`src/rtl/if_ctrl_pkg.sv`:
```
// Shared types for the fetch controller: FSM states, redirect sources ranked by priority.
package if_ctrl_pkg;
  localparam int XLEN_DEF = 32;

  typedef enum logic [1:0] {
    BOOT = 2'd0,
    RUN  = 2'd1,
    PEND = 2'd2,
    HALT = 2'd3
  } if_ctrl_state_e;

  // Encoding order is the priority order, so a plain compare picks the stronger source.
  typedef enum logic [1:0] {
    NONE = 2'd0,
    JMP  = 2'd1,
    BR   = 2'd2,
    TRAP = 2'd3
  } redir_src_e;
endpackage

```
`src/rtl/if_ctrl_redirect_arb.sv`:
```
// Fixed-priority redirect select (trap > br > jmp); purely combinational.
module redirect_arb
  import if_ctrl_pkg::*;
#(
  parameter int XLEN = XLEN_DEF
) (
  input  logic            trap_req_i,
  input  logic [XLEN-1:0] trap_pc_i,
  input  logic            br_taken_i,
  input  logic [XLEN-1:0] br_pc_i,
  input  logic            jmp_req_i,
  input  logic [XLEN-1:0] jmp_pc_i,
  output logic            valid_o,
  output redir_src_e      src_o,
  output logic [XLEN-1:0] pc_o
);
  always_comb begin
    valid_o = 1'b1;
    src_o   = NONE;
    pc_o    = '0;
    if (trap_req_i) begin
      src_o = TRAP;
      pc_o  = trap_pc_i;
    end else if (br_taken_i) begin
      src_o = BR;
      pc_o  = br_pc_i;
    end else if (jmp_req_i) begin
      src_o = JMP;
      pc_o  = jmp_pc_i;
    end else begin
      valid_o = 1'b0;
    end
  end
endmodule

```
`src/rtl/if_ctrl.sv`:
```
// Fetch controller: boot sequencing, redirect arbitration/pending, debug halt.
// Optional perf counters (redirect_cnt, stall_cnt) under IF_CTRL_PERF_EN.
module if_ctrl
  import if_ctrl_pkg::*;
#(
  parameter int              XLEN        = XLEN_DEF,
  parameter logic [XLEN-1:0] RESET_PC    = '0,
  parameter int              BOOT_CYCLES = 2
) (
  input  logic            clk,
  input  logic            rst_n,
  input  logic            trap_req,
  input  logic [XLEN-1:0] trap_pc,
  input  logic            br_taken,
  input  logic [XLEN-1:0] br_pc,
  input  logic            jmp_req,
  input  logic [XLEN-1:0] jmp_pc,
  input  logic            hazard_stall,
  input  logic            imem_busy,
  input  logic            halt_req,
  input  logic            resume_req,
  output logic            if_stall,
  output logic            if_redirect,
  output logic [XLEN-1:0] if_redirect_pc,
  output logic            flush_ifid,
  output logic            flush_idex,
  output logic [1:0]      ctrl_state
`ifdef IF_CTRL_PERF_EN
  ,
  output logic [31:0]     redirect_cnt,
  output logic [31:0]     stall_cnt
`endif
);
  localparam int CW = $clog2(BOOT_CYCLES + 1);

  if_ctrl_state_e  state_q, state_d;
  logic [CW-1:0]   cnt_q, cnt_d;
  redir_src_e      pend_src_q, pend_src_d;
  logic [XLEN-1:0] pend_pc_q, pend_pc_d;
  logic            redir_q, redir_d;
  logic [XLEN-1:0] pc_q, pc_d;
  logic            fifid_q, fifid_d, fidex_q, fidex_d;
  logic            boot_q, boot_d;

  logic            arb_valid;
  redir_src_e      arb_src;
  logic [XLEN-1:0] arb_pc;
  logic            take;

  redirect_arb #(.XLEN(XLEN)) u_arb (
    .trap_req_i (trap_req),
    .trap_pc_i  (trap_pc),
    .br_taken_i (br_taken),
    .br_pc_i    (br_pc),
    .jmp_req_i  (jmp_req),
    .jmp_pc_i   (jmp_pc),
    .valid_o    (arb_valid),
    .src_o      (arb_src),
    .pc_o       (arb_pc)
  );

  // In PEND only a strictly stronger source displaces the held request.
  assign take = arb_valid && (arb_src > pend_src_q);

  always_comb begin
    state_d    = state_q;
    cnt_d      = cnt_q;
    pend_src_d = pend_src_q;
    pend_pc_d  = pend_pc_q;
    redir_d    = 1'b0;
    pc_d       = pc_q;
    fifid_d    = 1'b0;
    fidex_d    = 1'b0;
    boot_d     = 1'b0;
    unique case (state_q)
      BOOT: begin
        cnt_d = cnt_q - CW'(1);
        if (cnt_d == '0) begin
          redir_d = 1'b1;
          pc_d    = RESET_PC;
          boot_d  = 1'b1;
          state_d = RUN;
        end
      end
      RUN: begin
        if (arb_valid) begin
          if (imem_busy) begin
            pend_src_d = arb_src;
            pend_pc_d  = arb_pc;
            state_d    = PEND;
          end else begin
            redir_d = 1'b1;
            pc_d    = arb_pc;
            fifid_d = 1'b1;
            fidex_d = (arb_src != JMP);
          end
        end else if (halt_req) begin
          state_d = HALT;
        end
      end
      PEND: begin
        if (take) begin
          pend_src_d = arb_src;
          pend_pc_d  = arb_pc;
        end
        if (!imem_busy) begin
          redir_d    = 1'b1;
          pc_d       = pend_pc_d;
          fifid_d    = 1'b1;
          fidex_d    = (pend_src_d != JMP);
          pend_src_d = NONE;
          state_d    = RUN;
        end
      end
      HALT: begin
        if (trap_req) begin
          pend_src_d = TRAP;
          pend_pc_d  = trap_pc;
          state_d    = PEND;
        end else if (resume_req) begin
          state_d = RUN;
        end
      end
      default: state_d = BOOT;
    endcase
  end

  always_ff @(posedge clk or negedge rst_n) begin
    if (!rst_n) begin
      state_q    <= BOOT;
      cnt_q      <= CW'(BOOT_CYCLES);
      pend_src_q <= NONE;
      pend_pc_q  <= '0;
      redir_q    <= 1'b0;
      pc_q       <= RESET_PC;
      fifid_q    <= 1'b0;
      fidex_q    <= 1'b0;
      boot_q     <= 1'b0;
    end else begin
      state_q    <= state_d;
      cnt_q      <= cnt_d;
      pend_src_q <= pend_src_d;
      pend_pc_q  <= pend_pc_d;
      redir_q    <= redir_d;
      pc_q       <= pc_d;
      fifid_q    <= fifid_d;
      fidex_q    <= fidex_d;
      boot_q     <= boot_d;
    end
  end

  // Stall is dropped during a redirect so if_stage actually loads the new PC.
  assign if_stall       = (hazard_stall | imem_busy | (state_q != RUN)) & ~redir_q;
  assign if_redirect    = redir_q;
  assign if_redirect_pc = pc_q;
  assign flush_ifid     = fifid_q;
  assign flush_idex     = fidex_q;
  assign ctrl_state     = state_q;

`ifdef IF_CTRL_PERF_EN
  logic [31:0] rcnt_q, scnt_q;
  always_ff @(posedge clk or negedge rst_n) begin
    if (!rst_n) begin
      rcnt_q <= '0;
      scnt_q <= '0;
    end else begin
      if (redir_q && !boot_q && (rcnt_q != '1)) rcnt_q <= rcnt_q + 32'd1;
      if (if_stall && ((state_q == RUN) || (state_q == PEND)) && (scnt_q != '1))
        scnt_q <= scnt_q + 32'd1;
    end
  end
  assign redirect_cnt = rcnt_q;
  assign stall_cnt    = scnt_q;
`endif
endmodule

```
`config.mk`:
```
export PLATFORM = sky130hd
export DESIGN_NAME = if_ctrl
export DESIGN_NICKNAME = d
export VERILOG_FILES = /design/src/rtl/if_ctrl_pkg.sv /design/src/rtl/if_ctrl_redirect_arb.sv /design/src/rtl/if_ctrl.sv
export SDC_FILE = /design/constraint.sdc
export NUM_CORES = 1
export LEC_CHECK = 0
export ABC_AREA = 1
export ABC_CLOCK_PERIOD_IN_PS = 1500
export BUFFER_PORTS_ARGS = -buffer_cell sky130_fd_sc_hd__buf_2
export CAP_MARGIN = 40
export CORE_UTILIZATION = 45
export CTS_CLUSTER_DIAMETER = 80
export CTS_CLUSTER_SIZE = 25
export DETAILED_ROUTE_END_ITERATION = 12
export GPL_ROUTABILITY_DRIVEN = 0
export GPL_TIMING_DRIVEN = 0
export MAX_ROUTING_LAYER = met4
export PLACE_DENSITY = 0.71
export SLEW_MARGIN = 20
export SYNTH_ARGS = -nofsm -noshare
export SYNTH_HDL_FRONTEND = slang
export SYNTH_SLANG_ARGS = --single-unit
```
`constraint.sdc`:
```
create_clock -name clk -period 1.5 [get_ports clk]
set_input_delay 0.15 -clock clk [delete_from_list [all_inputs] [get_ports clk]]
set_output_delay 0.15 -clock clk [all_outputs]
set_load 0.02 [all_outputs]
```
# [Word-level counts from Yosys, hierarchy flattened]
# Cells that the tools add are included.
[word_totals] regBits=73 out_inout_bits=38 word_cells=80
[classes] add_sub_neg=1 order_cmp=1 eq_ne=15 n_mux=43 bitwise=4 reduce_logical=8
[ops] cell="2-to-1 mux 32 bit" count=11
[ops] cell="case mux 32 bit (3 select lines)" count=2
[ops] cell="2-to-1 mux 2 bit" count=15
[ops] cell="!= test 2 bit, second input constant" count=6
[ops] cell="2-to-1 mux 1 bit" count=10
[ops] cell="AND reduction 5 bit" count=2
[ops] cell="!= test 3 bit, second input constant" count=3
[ops] cell="case mux 2 bit (4 select lines)" count=1
[ops] cell="!= test 2 x 1 -> 1 bit, second input constant" count=3
[ops] cell="case mux 2 bit (3 select lines)" count=1
[ops] cell="nonzero test 3 bit" count=2
[ops] cell="equality test 2 bit, second input constant" count=2
[ops] cell="zero test 2 bit" count=2
[ops] cell="case mux 1 bit (2 select lines)" count=2
[ops] cell="AND reduction 4 bit" count=1
[ops] cell="case mux 1 bit (3 select lines)" count=1
[ops] cell="equality test 2 x 1 -> 1 bit, second input constant" count=1
[ops] cell="> comparator 2 bit" count=1
[ops] cell="OR 1 bit" count=2
[ops] cell="subtractor 2 x 1 -> 2 bit, second input constant" count=1
[ops] cell="bitwise AND 1 bit" count=1
[ops] cell="logical AND 1 bit" count=1
[ops] cell="inverter 1 bit" count=1

# [Logic depth before layout (Yosys ltp)]
# Gate-level depths: netlist of run 1.
[depth] depth_word=10 mapped_depth=16

# [Hierarchy]
# From an unflattened synthesis of run 1, not the netlist that was laid out.
[hier_totals] cells_unflattened=762 area_unflattened_um2=5202.5
[by_module_without_submodules] module="if_ctrl" n_inst=1 cells_each=610 area_per_inst_um2=4349.2 seq_area_each_um2=1828.0
[by_module_without_submodules] module="redirect_arb" n_inst=1 cells_each=152 area_per_inst_um2=853.3 seq_area_each_um2=0.0

# [Least setup slack after synthesis of run 1]
# No wires, ideal clock.
[synth_path] path_type="register to register" start="reg state_q[0], in the netlist ctrl_state[0]" end="reg pend_pc_q[31]" setup_time_ps=124 arrival_time_ps=1685 required_ps=1376 path_slack_ps=-309 stages_incl_launch_ff=10 period_less_slack_ps=1809 cell_sequence="dfrtp_1 > inv_1 > ha_1 > buf_4 > nor2_8 > nand2_2 > nand3_4 > buf_2 > nand2_1 > a21boi_1"
[synth_between] elab_chain_cells=3 elab_cells_between_ends=9 classes_between="6 x eq/ne; 1 x mux; 2 x reduce/logical"
[synth_lines] element="start, declared" line="if_ctrl.sv:36" text="if_ctrl_state_e state_q, state_d;"
[synth_lines] element="start signal, assigned" line="if_ctrl.sv:140" text="state_q <= state_d;"
[synth_lines] element="equality test 2 x 1 -> 1 bit / equality test 2 bit (equally long branches)" line="if_ctrl.sv:75" text="unique case (state_q)"
[synth_lines] element="!= test 2 bit (no source line) / nonzero test 3 bit (equally long branches)"
[synth_lines] element="AND reduction 4 bit (no source line)"
[synth_lines] element="end signal, assigned" line="if_ctrl.sv:143" text="pend_pc_q <= pend_pc_d;"
[synth_lines] element="end, declared" line="if_ctrl.sv:39" text="logic [XLEN-1:0] pend_pc_q, pend_pc_d;"
# Parallel ways exist; a longest one is shown, timed or not.
# A chain may end at the register's enable or synchronous reset.

# [Final worst setup path of run 1]
[layout_path] start="reg state_q[1], in the netlist ctrl_state[1]" end="reg pc_q[19], in the netlist if_redirect_pc[19]"
[layout_between] elab_chain_cells=3 elab_cells_between_ends=10 classes_between="6 x eq/ne; 1 x mux; 3 x reduce/logical"
[layout_lines] element="equality test 2 x 1 -> 1 bit (tied with other cells)" line="if_ctrl.sv:75"
[layout_lines] element="!= test 2 bit (no source line) / nonzero test 3 bit (equally long branches)"
[layout_lines] element="AND reduction 5 bit (no source line)"
[layout_lines] element="end signal, assigned" line="if_ctrl.sv:145" text="pc_q <= pc_d;"
[layout_lines] element="end, declared" line="if_ctrl.sv:41" text="logic [XLEN-1:0] pc_q, pc_d;"
# Parallel ways exist; a longest one is shown, timed or not.

==> results of run 1 <==
what timing repair did:
action,in CTS,in global routing
setup buffers,17,15
setup endpoints to repair,69,72
gates resized for setup,70,73
pin swaps,16,14
hold buffers,1,0
cloned,4,3
hold endpoints to repair,34,0
power groups by stage:
stage	sequential, mW	clock (mW)	combinational (mW)
after floorplan	3.98	0	6.26
after global placement	3.40	0	9.09
after detailed placement	3.42	0	9.21
after CTS	3.42	2.22	10.7
after global routing	3.54	2.30	13.3
final	3.45	2.22	12.2
cell usage after synthesis, drive strengths merged:
cell type  count
nand2        395
dfrtp         72
inv           71
nand3         54
a21oi         53
nor2          43
buf           40
nand4         34
a21boi        32
or2           32
clkbuf        12
ha             7
o21ai          7
a22oi          2
dfstp          1
o2111ai        1
xor2           1
kinds of logic (layout without fill, tap and decap cells):
kind of cell             Yosys count  in the layout  share of synthesized area, %
AND/OR/NAND/NOR                  558            559                          45.1
adder cells (fa/ha/maj)            7              7                          1.58
buffers and inverters            123            315                          9.92
AO/OA/AOI/OAI                     95             95                          10.2
XOR/XNOR                           1              1                         0.158
flip-flops                        73             73                          33.0
routing by layer:
metal / vias to the layer above / GRT usage (%)
li1: 3094 / -
met4: 0 / 12.6
met3: 45 / 3.86
met2: 235 / 46.1
met1: 2838 / 37.8
met5: - / -
registers in the layout, summed over array words and instances, names as in the netlist:
register	flops
pend_pc_q	32
if_redirect_pc	32
flush_ifid	1
if_redirect	1
flush_idex	1
cnt_q	2
ctrl_state	2
pend_src_q	2
final cells by class:
class	instances	area [µm²]
Buffer	51	499
Timing Repair Buffer	178	1100
Fill cell	1076	4290
Tap cell	147	184
Clock buffer	12	256
Clock inverter	3	40.0
Sequential cell	73	1830
Multi-Input combinational cell	662	3510
Inverter	71	304
cell usage in the layout, fill, tap and decap left out, types with 3 or more instances in the layout:
| cell | instances |
|---|---|
| nand2_1 | 353 |
| buf_2 | 144 |
| dfrtp_1 | 70 |
| inv_1 | 58 |
| a21oi_1 | 47 |
| nand3_1 | 39 |
| nor2_1 | 36 |
| buf_4 | 35 |
| nand2_2 | 34 |
| nand4_1 | 34 |
| a21boi_1 | 21 |
| or2_1 | 19 |
| buf_6 | 18 |
| nand3_2 | 12 |
| buf_8 | 11 |
| a21boi_2 | 11 |
| clkbuf_16 | 11 |
| or2_0 | 9 |
| inv_2 | 6 |
| ha_4 | 6 |
| clkbuf_2 | 5 |
| buf_12 | 5 |
| a21oi_2 | 5 |
| clkbuf_1 | 5 |
| nand2_4 | 4 |
| nand2_8 | 4 |
| o21ai_0 | 4 |
| nand3_4 | 4 |
| or2_2 | 4 |
| nor2_4 | 3 |
| inv_4 | 3 |
| clkbuf_4 | 3 |
worst min-delay path by stage:
| stage | slack (ns) | to |
|---|---|---|
| 4_1_cts | 0.12 | flush_idex$_DFF_PN0_ |
| 3_5_place_dp | 0.15 | if_redirect_pc[30]$_DFFE_PN0P_ |
| 3_3_place_gp | 0.46 | if_redirect_pc[5]$_DFFE_PN0P_ |
| 6_report | 0.11 | flush_idex$_DFF_PN0_ |
| 2_1_floorplan | -0.15 | cnt_q[0]$_DFFE_PN0P_ |
| 5_1_grt | 0.14 | flush_idex$_DFF_PN0_ |
per-stage QoR:
| stage | cell area [µm²] | hold WS, ns | power [mW] | utilization (%) | std cells |
|---|---|---|---|---|---|
| 6_report | 7720 | 0.115 | 17.9 | 64.3 | 1197 |
| 5_1_grt | 7720 | 0.144 | 19.2 | 64.3 | 1197 |
| 4_1_cts | 7330 | 0.115 | 16.4 | 61.1 | 1182 |
| 3_5_place_dp | 6620 | 0.148 | 12.6 | 55.1 | 1145 |
| 3_3_place_gp | 6590 | 0.458 | 12.5 | 54.9 | 1144 |
| 2_1_floorplan | 5710 | -0.146 | 10.2 | - | 857 |
critical path: cells and delay by family (launching register included):
| family | cells | cell delay (ns) |
|---|---|---|
| flip-flops | 1 | 0.47 |
| buffers and inverters | 4 | 0.47 |
| AND/OR/NAND/NOR | 4 | 0.37 |
| adder cells (fa/ha/maj) | 1 | 0.19 |
| AO/OA/AOI/OAI | 1 | 0.18 |
==> impl_metrics.env, run 1 <==
export IMPL_status="finished with violations"
export IMPL_violations="setup timing"
export IMPL_crit_type="flop to flop"
export IMPL_cellLeakagePower_nw=4.21
export IMPL_port_buffers=140
export IMPL_cp_start_kind="flop"
export IMPL_cpMaxStageDelayCell="dfrtp_2"
export IMPL_wirelength_um=18000
export IMPL_ios=143
export IMPL_finalSetupViolCount=70
export IMPL_cp_common_cell="nand2_1"
export IMPL_ff2ff_setup_slack_ns=-0.25
export IMPL_met2_length_um=8540
export IMPL_post_route_min_period_ns=1.75
export IMPL_drv_slew=0
export IMPL_r2r_end="if_redirect_pc[19]$_DFFE_PN0P_"
export IMPL_yosysWarnings=0
export IMPL_relSlewSlack_pct=66.8
export IMPL_grt_pass1_vias=5898
export IMPL_grt_max_degree=39
export IMPL_clk_latency_ns=0.35
export IMPL_crit_required_ns=1.78
export IMPL_min_delay_path_depth=4
export IMPL_track_usage_pct=29.2
export IMPL_dp_slack_ns=-0.531
export IMPL_rsz0062_at_grt="true"
export IMPL_dr_first_iter_drc_count=424
export IMPL_viasPerCell=5.19
export IMPL_hpwlAfterDp_um=11700
export IMPL_power_frac_clock_pct=12.4
export IMPL_synth_nets=969
export IMPL_route_vias_total=6212
export IMPL_switching_share_pct=46.6
export IMPL_die_w_um=113
export IMPL_rows=40
export IMPL_start_util_pct=46.1
export IMPL_grt_pass1_wl_um=28400
export IMPL_diodes=0
export IMPL_max_freq_mhz=572
export IMPL_first_pass_iters=7
export IMPL_worstMarginPinSlew_ns=0.498
export IMPL_drc_errors=0
export IMPL_pwr_share_seq_pct=19.3
export IMPL_overflow=0
export IMPL_hold_viol_final=0
export IMPL_ys_types=32
export IMPL_netlist_top_cells_area="dfrtp_1, nand2_1, a21oi_1"
export IMPL_tns_ns=-13.35
export IMPL_ys_seq_area_share_pct=33.0
export IMPL_reg2reg_depth=10
export IMPL_clkTransAtPathRegs_ns=0.06
export IMPL_synth_top_area_share_pct=32.5
export IMPL_worstSetupEndpointType="flop"
export IMPL_finalCritPeriodShare_pct=117
export IMPL_min_from="imem_busy"
export IMPL_die_area_um2=12800
export IMPL_cts_tree="built"
export IMPL_powerDensity_nw_per_um2=2320
export IMPL_cts_max_path_buffers=2
export IMPL_synth_top_area_cell="dfrtp_1"
export IMPL_p_sw_mw=8.35
export IMPL_crit_start="ctrl_state[1]$_DFFE_PN0P_"
export IMPL_wl_met1_um=7830
export IMPL_core_area_um2=12000
export IMPL_route_met3_wl_um=1190
export IMPL_antenna_found_initial=0
export IMPL_hold_class="primary input to flop"
export IMPL_fin_ws_ns=-0.248
export IMPL_postSynthCellCount=857
export IMPL_area_growth_pct=39.5
export IMPL_cts_htree_levels=3
export IMPL_drive_gt1_share_pct=33.1
export IMPL_cts_buffers=9
export IMPL_cp_arrival_ns=2.03
export IMPL_pwr_share_comb_pct=68.3
export IMPL_fp_dieH_um=113
export IMPL_maxCapViolations=0
export IMPL_ant_nets=0
export IMPL_max_vdd_ir_drop_mv=1.30
export IMPL_cp_max_fo=6
export IMPL_p_int_mw=9.56
export IMPL_ys_seq_elements=73
export IMPL_r2r_start="ctrl_state[1]$_DFFE_PN0P_"
export IMPL_syn_avg_cell_area_um2=6.46
export IMPL_cts_sinks=73
export IMPL_routedWlPerCell_um=15.1
export IMPL_fin_skew_ns=0.0116
export IMPL_syn_cell_area_um2=5540
export IMPL_slowest_delay_ns=0.47
export IMPL_clockRootBuffer="clkbuf_16"
export IMPL_highest_layer="met4"
export IMPL_finalNetCount=1158
export IMPL_crit_end="if_redirect_pc[19]$_DFFE_PN0P_"
export IMPL_crit_chain="inv_4 > buf_4 > ha_4 > a21oi_4 > nand3_4 > nor2_4 > buf_12 > buf_8 > nand2_1 > nand2_1"
(Power assumes the default switching activity.)
==> run 2, diff against run 1 <==
--- a/config.mk
+++ b/config.mk
@@ -5,7 +5,6 @@
 export SDC_FILE = /design/constraint.sdc
 export NUM_CORES = 1
 export LEC_CHECK = 0
-export ABC_AREA = 1
 export ABC_CLOCK_PERIOD_IN_PS = 1500
 export BUFFER_PORTS_ARGS = -buffer_cell sky130_fd_sc_hd__buf_2
 export CAP_MARGIN = 40
@@ -17,6 +16,7 @@
 export GPL_TIMING_DRIVEN = 0
 export MAX_ROUTING_LAYER = met4
 export PLACE_DENSITY = 0.71
+export SKIP_CTS_REPAIR_TIMING = 1
 export SLEW_MARGIN = 20
 export SYNTH_ARGS = -nofsm -noshare
 export SYNTH_HDL_FRONTEND = slang
==> run 2 against run 1 <==
The run still ends with setup timing left. Area after synthesis increased by 4.0%. Die area increased by 3.9%. Via count increased by 13%. Synthesized cell count decreased by 18%. Non-clock buffer count increased by 19. First-iteration DRC count increased by 83%. Critical path depth decreased by 2. Wire length increased by 33%. Fmax decreased by 22%. Sequential share of layout area decreased by 1.3 points. Clock power about the same. Critical path type unchanged. Critical endpoint is now pend_pc_q[29]$_DFFE_PN0P_. Largest cell class unchanged.
==> impl_metrics.env, run 2 <==
export IMPL_wirelength_um=23900
export IMPL_start_util_pct=47.0
export IMPL_synth_async_reset_ratio_pct=100
export IMPL_rows=40
export IMPL_relSlewSlack_pct=54.1
export IMPL_diodes=0
export IMPL_postSynthCellCount=699
export IMPL_finalNetCount=1000
export IMPL_antenna_found_initial=0
export IMPL_ys_flop_type="dfrtp_1"
export IMPL_hpwlAfterDp_um=15200
export IMPL_netlist_top_cells_area="dfrtp_1, a21oi_1, nand2_1"
export IMPL_fin_skew_ns=0.00771
export IMPL_hold_worst_slack_ns=0.119
export IMPL_tns_ns=-44.55
export IMPL_dr_first_iter_drc_count=774
export IMPL_maxCapViolations=0
export IMPL_area_growth_pct=41.7
export IMPL_synth_compound_area_share_pct=36.7
export IMPL_crit_chain="inv_2 > ha_4 > or4b_4 > or4b_4 > buf_12 > clkbuf_16 > a21oi_2 > a221o_1"
export IMPL_ys_types=43
export IMPL_cp_arrival_ns=2.47
export IMPL_drv_slew=0
export IMPL_powerDensity_nw_per_um2=2360
export IMPL_crit_type="flop to flop"
export IMPL_grt_pass1_vias=6706
export IMPL_post_route_min_period_ns=2.24
export IMPL_synth_top_family_by_area="compound AO/OA/AOI/OAI gates"
export IMPL_dp_slack_ns=-0.931
export IMPL_cpLargestDelayFamily="simple AND/OR/NAND/NOR gates"
export IMPL_worstMarginPinSlew_ns=0.688
export IMPL_ys_seq_area_share_pct=31.7
export IMPL_overflow=0
export IMPL_max_vdd_ir_drop_mv=1.60
export IMPL_fp_dieH_um=115
export IMPL_yosysWarnings=0
export IMPL_status="finished with violations"
export IMPL_fillers=941
export IMPL_ys_seq_elements=73
export IMPL_core_area_um2=12300
export IMPL_drive_gt1_share_pct=41.3
export IMPL_die_w_um=115
export IMPL_grt_pass1_wl_um=34200
export IMPL_clkTransAtPathRegs_ns=0.06
export IMPL_cp_common_cell="or4b_4"
export IMPL_ys_top_cells_by_count="nand2_1, a21oi_1, dfrtp_1"
export IMPL_synth_xor_area_share_pct=0.152
export IMPL_cp_max_fo=9
export IMPL_crit_required_ns=1.73
export IMPL_synth_edff_count=0
export IMPL_max_freq_mhz=447
export IMPL_synth_top_area_cell="dfrtp_1"
export IMPL_synth_most_common_cell="nand2_1"
export IMPL_port_buffers=140
export IMPL_synthMuxAreaShare_pct=6.45
export IMPL_first_pass_iters=6
export IMPL_viasPerCell=6.63
export IMPL_final_common_cell="buf_2"
export IMPL_slowest_delay_ns=0.53
export IMPL_cts_htree_levels=3
export IMPL_drc_errors=0
export IMPL_die_area_um2=13300
export IMPL_hold_class="primary input to flop"
export IMPL_cellLeakagePower_nw=3.51
export IMPL_grt_max_degree=49
export IMPL_track_usage_pct=35.2
export IMPL_hold_viol_final=0
export IMPL_syn_cell_area_um2=5760
export IMPL_synth_adder_area_share_pct=1.52
export IMPL_routedWlPerCell_um=22.6
export IMPL_cp_start_kind="flop"
export IMPL_violations="setup timing"
export IMPL_route_vias_total=7031
export IMPL_cts_max_path_buffers=2
export IMPL_syn_avg_cell_area_um2=8.24
export IMPL_cpMaxStageDelayCell="or4b_4"
export IMPL_ios=143
export IMPL_mostFrequentLayoutCells="buf_2, nand2_1, a21oi_1"
export IMPL_cts_buffers=9
export IMPL_cts_tree="built"
export IMPL_finalCritPeriodShare_pct=149
export IMPL_synth_nets=811
export IMPL_worstSetupEndpointType="flop"
export IMPL_clockRootBuffer="clkbuf_16"
export IMPL_clk_latency_ns=0.36
export IMPL_synth_top_area_share_pct=31.3
export IMPL_fin_ws_ns=-0.736
export IMPL_path_buf_inv=3
export IMPL_finalSetupViolCount=70
export IMPL_ant_nets=0
export IMPL_synthSimpleGateAreaFrac_pct=16.9
export IMPL_cts_sinks=73
export IMPL_rsz0062_at_grt="true"
## run 2: cell types whose count changed after synthesis, moves of 38 or more
| cell | previous run | this run |
|---|---|---|
| inv_1 | 65 | 10 |
| nand2_1 | 382 | 105 |
| o21ai_0 | 5 | 66 |
| nand3_1 | 40 | 2 |
| a21oi_1 | 53 | 100 |
## run 2: through the flow
stage	utilization, %	power [mW]	cell area (µm²)	std cells
floorplan	-	10.8	6110	699
global placement	57.2	13.5	7020	1007
detailed placement	57.5	13.7	7050	1008
CTS	59.9	16.0	7340	1024
global route	66.6	20.1	8160	1061
finish	66.6	19.3	8160	1061
## run 2: layout make-up
type,count,area [µm²],share of cell area [%]
Buffer,70,641,7.85
Clock buffer,13,250,3.07
Clock inverter,3,40.0,0.491
Inverter,11,47.5,0.583
Multi-Input combinational cell,545,4020,49.3
Sequential cell,73,1830,22.4
Tap cell,168,210,2.58
Timing Repair Buffer,178,1120,13.8
## run 2: final timing paths
check,from,cells past startpoint,slack [ns],to
worst max-delay path,ctrl_state[1]$_DFFE_PN0P_,8,-0.74,pend_pc_q[29]$_DFFE_PN0P_
worst min-delay path,imem_busy,2,0.12,flush_ifid$_DFF_PN0_
worst max register to register,ctrl_state[1]$_DFFE_PN0P_,8,-0.74,pend_pc_q[29]$_DFFE_PN0P_
worst min register to register,cnt_q[0]$_DFFE_PN0P_,1,0.49,cnt_q[0]$_DFFE_PN0P_
max in group asynchronous,rst_n,3,0.64,if_redirect_pc[20]$_DFFE_PN0P_
min in group asynchronous,rst_n,2,0.27,pend_pc_q[7]$_DFFE_PN0P_
## run 2: power breakdown
group	switching, mW	total (mW)	internal, mW
Clock	0.909	2.24	1.33
Sequential	0.599	3.64	3.04
Combinational	7.15	13.4	6.25
Total	8.66	19.3	10.6
## run 2: layer usage
layer	track usage, %	up-vias	share of wire, %
li1	-	2972	-
met1	43.0	3373	40
met2	53.4	555	45
met3	6.01	131	10
met4	23.0	0	4.9
met5	-	-	0
## run 2: logic make-up (layout without fill, tap and decap cells)
kind of cell    count (synthesis)  in the layout
mux                            33             33
fa+ha+maj                       7              7
compound gates                313            313
buf+inv                        81            275
simple gates                  191            191
flops                          73             73
xor+xnor                        1              1
==> run 3, diff against run 2 <==
--- a/config.mk
+++ b/config.mk
@@ -8,14 +8,17 @@
 export ABC_CLOCK_PERIOD_IN_PS = 1500
 export BUFFER_PORTS_ARGS = -buffer_cell sky130_fd_sc_hd__buf_2
 export CAP_MARGIN = 40
-export CORE_UTILIZATION = 45
+export CELL_PAD_IN_SITES_DETAIL_PLACEMENT = 0
+export CELL_PAD_IN_SITES_GLOBAL_PLACEMENT = 1
+export CORE_MARGIN = 2
+export CORE_UTILIZATION = 36
 export CTS_CLUSTER_DIAMETER = 80
 export CTS_CLUSTER_SIZE = 25
 export DETAILED_ROUTE_END_ITERATION = 12
 export GPL_ROUTABILITY_DRIVEN = 0
 export GPL_TIMING_DRIVEN = 0
 export MAX_ROUTING_LAYER = met4
-export PLACE_DENSITY = 0.71
+export PLACE_DENSITY = 0.76
 export SKIP_CTS_REPAIR_TIMING = 1
 export SLEW_MARGIN = 20
 export SYNTH_ARGS = -nofsm -noshare
==> run 3 against run 2 <==
The flow still finishes with violations (setup timing). Non-clock buffer count shrank 17. Final cell count increased by 2.8%. Clock-buffer cell count fell by 2. First-iteration DRC count fell by 21%. Power down 6.7%. Sequential power about the same. Global-route usage is 7.7 points lower. Clock power decreased by 9.8%. Sequential cell count unchanged. Combinational power shrank 8%. Via count fell by 7.1%.
==> impl_metrics.env, run 3 (same netlist as run 2, synthesis figures left out) <==
export IMPL_status="finished with violations"
export IMPL_violations="setup timing"
export IMPL_final_common_cell="buf_2"
export IMPL_stdcell_area_um2=7950
export IMPL_cts_htree_levels=3
export IMPL_grt_pass1_wl_um=34500
export IMPL_grt_max_degree=39
export IMPL_min_from="imem_busy"
export IMPL_cts_sinks=73
export IMPL_viasPerCell=5.99
export IMPL_clockRootBuffer="clkbuf_16"
export IMPL_path_depth=6
export IMPL_max_freq_mhz=466
export IMPL_die_area_um2=17000
export IMPL_wirelength_um=23600
export IMPL_first_pass_iters=5
export IMPL_drive_gt1_share_pct=39.7
export IMPL_worstSetupEndpointType="flop"
export IMPL_routedWlPerCell_um=21.6
export IMPL_rsz0062_at_grt="true"
export IMPL_finalSetupViolCount=71
export IMPL_worstMarginPinSlew_ns=0.700
export IMPL_fin_ws_ns=-0.646
export IMPL_rows=46
export IMPL_fin_skew_ns=0.00725
export IMPL_diodes=0
export IMPL_fp_dieH_um=130
export IMPL_crit_chain="ha_2 > nor2b_1 > or4b_4 > buf_12 > a31o_2 > a22o_1"
export IMPL_ff2ff_setup_slack_ns=-0.65
export IMPL_reg2reg_depth=6
export IMPL_hold_class="primary input to flop"
export IMPL_finalNetCount=983
export IMPL_hold_viol_final=0
export IMPL_cp_max_fo=7
export IMPL_cts_tree="built"
export IMPL_ios=143
export IMPL_drv_slew=0
export IMPL_cpMaxStageDelayCell="or4b_4"
export IMPL_r2r_start="ctrl_state[0]$_DFFE_PN0P_"
export IMPL_path_buf_inv=1
export IMPL_ant_nets=0
export IMPL_route_vias_total=6532
export IMPL_r2r_end="pend_src_q[1]$_DFFE_PN0P_"
export IMPL_drc_errors=0
export IMPL_dr_first_iter_drc_count=611
export IMPL_maxCapViolations=0
export IMPL_slowest_delay_ns=0.53
export IMPL_post_route_min_period_ns=2.15
export IMPL_start_util_pct=36.5
export IMPL_max_vdd_ir_drop_mv=1.08
export IMPL_hpwlAfterDp_um=16100
export IMPL_final_cells=1091
export IMPL_final_util_pct=50.4
export IMPL_dp_cells=1056
export IMPL_cts_buffers=9
export IMPL_area_growth_pct=38.0
export IMPL_track_usage_pct=27.5
export IMPL_core_area_um2=15800
export IMPL_total_power_mw=18.0
export IMPL_cp_arrival_ns=2.37
export IMPL_dpl_cell_area_um2=7100
export IMPL_cts_max_path_buffers=2
export IMPL_finalCritPeriodShare_pct=143
export IMPL_crit_required_ns=1.73
export IMPL_clk_latency_ns=0.35
export IMPL_relSlewSlack_pct=53.4
export IMPL_cpLargestDelayFamily="simple AND/OR/NAND/NOR gates"
export IMPL_crit_end="pend_src_q[1]$_DFFE_PN0P_"
export IMPL_crit_type="flop to flop"
export IMPL_clkTransAtPathRegs_ns=0.06
export IMPL_powerDensity_nw_per_um2=2260
export IMPL_cellLeakagePower_nw=3.38
export IMPL_grt_pass1_vias=6458
export IMPL_mostFrequentLayoutCells="buf_2, nand2_1, a21oi_1"
export IMPL_antenna_found_initial=0
export IMPL_port_buffers=140
export IMPL_hold_worst_slack_ns=0.0999
export IMPL_crit_start="ctrl_state[0]$_DFFE_PN0P_"
export IMPL_cp_start_kind="flop"
export IMPL_overflow=0
export IMPL_die_w_um=130
[run 3: cell count changes in the layout (fill, tap and decap cells not counted), sizes merged]
cell and delta:
bufinv -1, buf -11, clkinv +2, clkbuf -8
[run 3: per-stage QoR]
stage	TNS, ns	worst slack, ns
after floorplan	-30.88	-0.523
after global placement	-83.46	-0.931
after detailed placement	-62.17	-0.999
after CTS	-61.50	-1.02
after global routing	-44.09	-0.692
final	-40.19	-0.646
[run 3: where the power goes]
part	leakage, nW	switching (mW)	internal, mW
sequential	0.899	0.601	3.04
combinational	2.34	6.74	5.58
clock	0.135	0.878	1.15
[run 3: worst reg2reg max path, stage by stage (launching register included)]
cell and delay [ns]:
dfrtp_2 0.45, ha_2 0.26, nor2b_1 0.17, or4b_4 0.53, buf_12 0.16, a31o_2 0.22, a22o_1 0.24
[run 3: area by class of cell]
class                           instances  area (µm²)
Fill cell                            1535        7820
Multi-Input combinational cell        545        4000
Sequential cell                        73        1830
Timing Repair Buffer                  161         902
Buffer                                 70         637
Tap cell                              216         270
Clock buffer                           11         243
Inverter                               11        47.5
Clock inverter                          4        20.0
[run 3: how the worst min path moves through the flow]
| stage | end | slack (ns) | depth (start not counted) |
|---|---|---|---|
| finish | flush_ifid$_DFF_PN0_ | 0.1 | 2 |
| global route | flush_ifid$_DFF_PN0_ | 0.11 | 2 |
| CTS | cnt_q[0]$_DFFE_PN0P_ | -0.22 | 1 |
| detailed placement | cnt_q[0]$_DFFE_PN0P_ | 0.15 | 1 |
| global placement | cnt_q[0]$_DFFE_PN0P_ | 0.46 | 1 |
| floorplan | cnt_q[0]$_DFFE_PN0P_ | -0.15 | 0 |
[run 3: routing by layer]
layer	wire [µm]	vias to the layer above	global-route usage (%)	part of all wire, %
li1	-	2938	-	-
met1	9690	3157	33.4	41
met2	11200	367	44.2	48
met3	1790	70	4.44	7.6
met4	851	0	14.0	3.6
met5	0	-	-	0
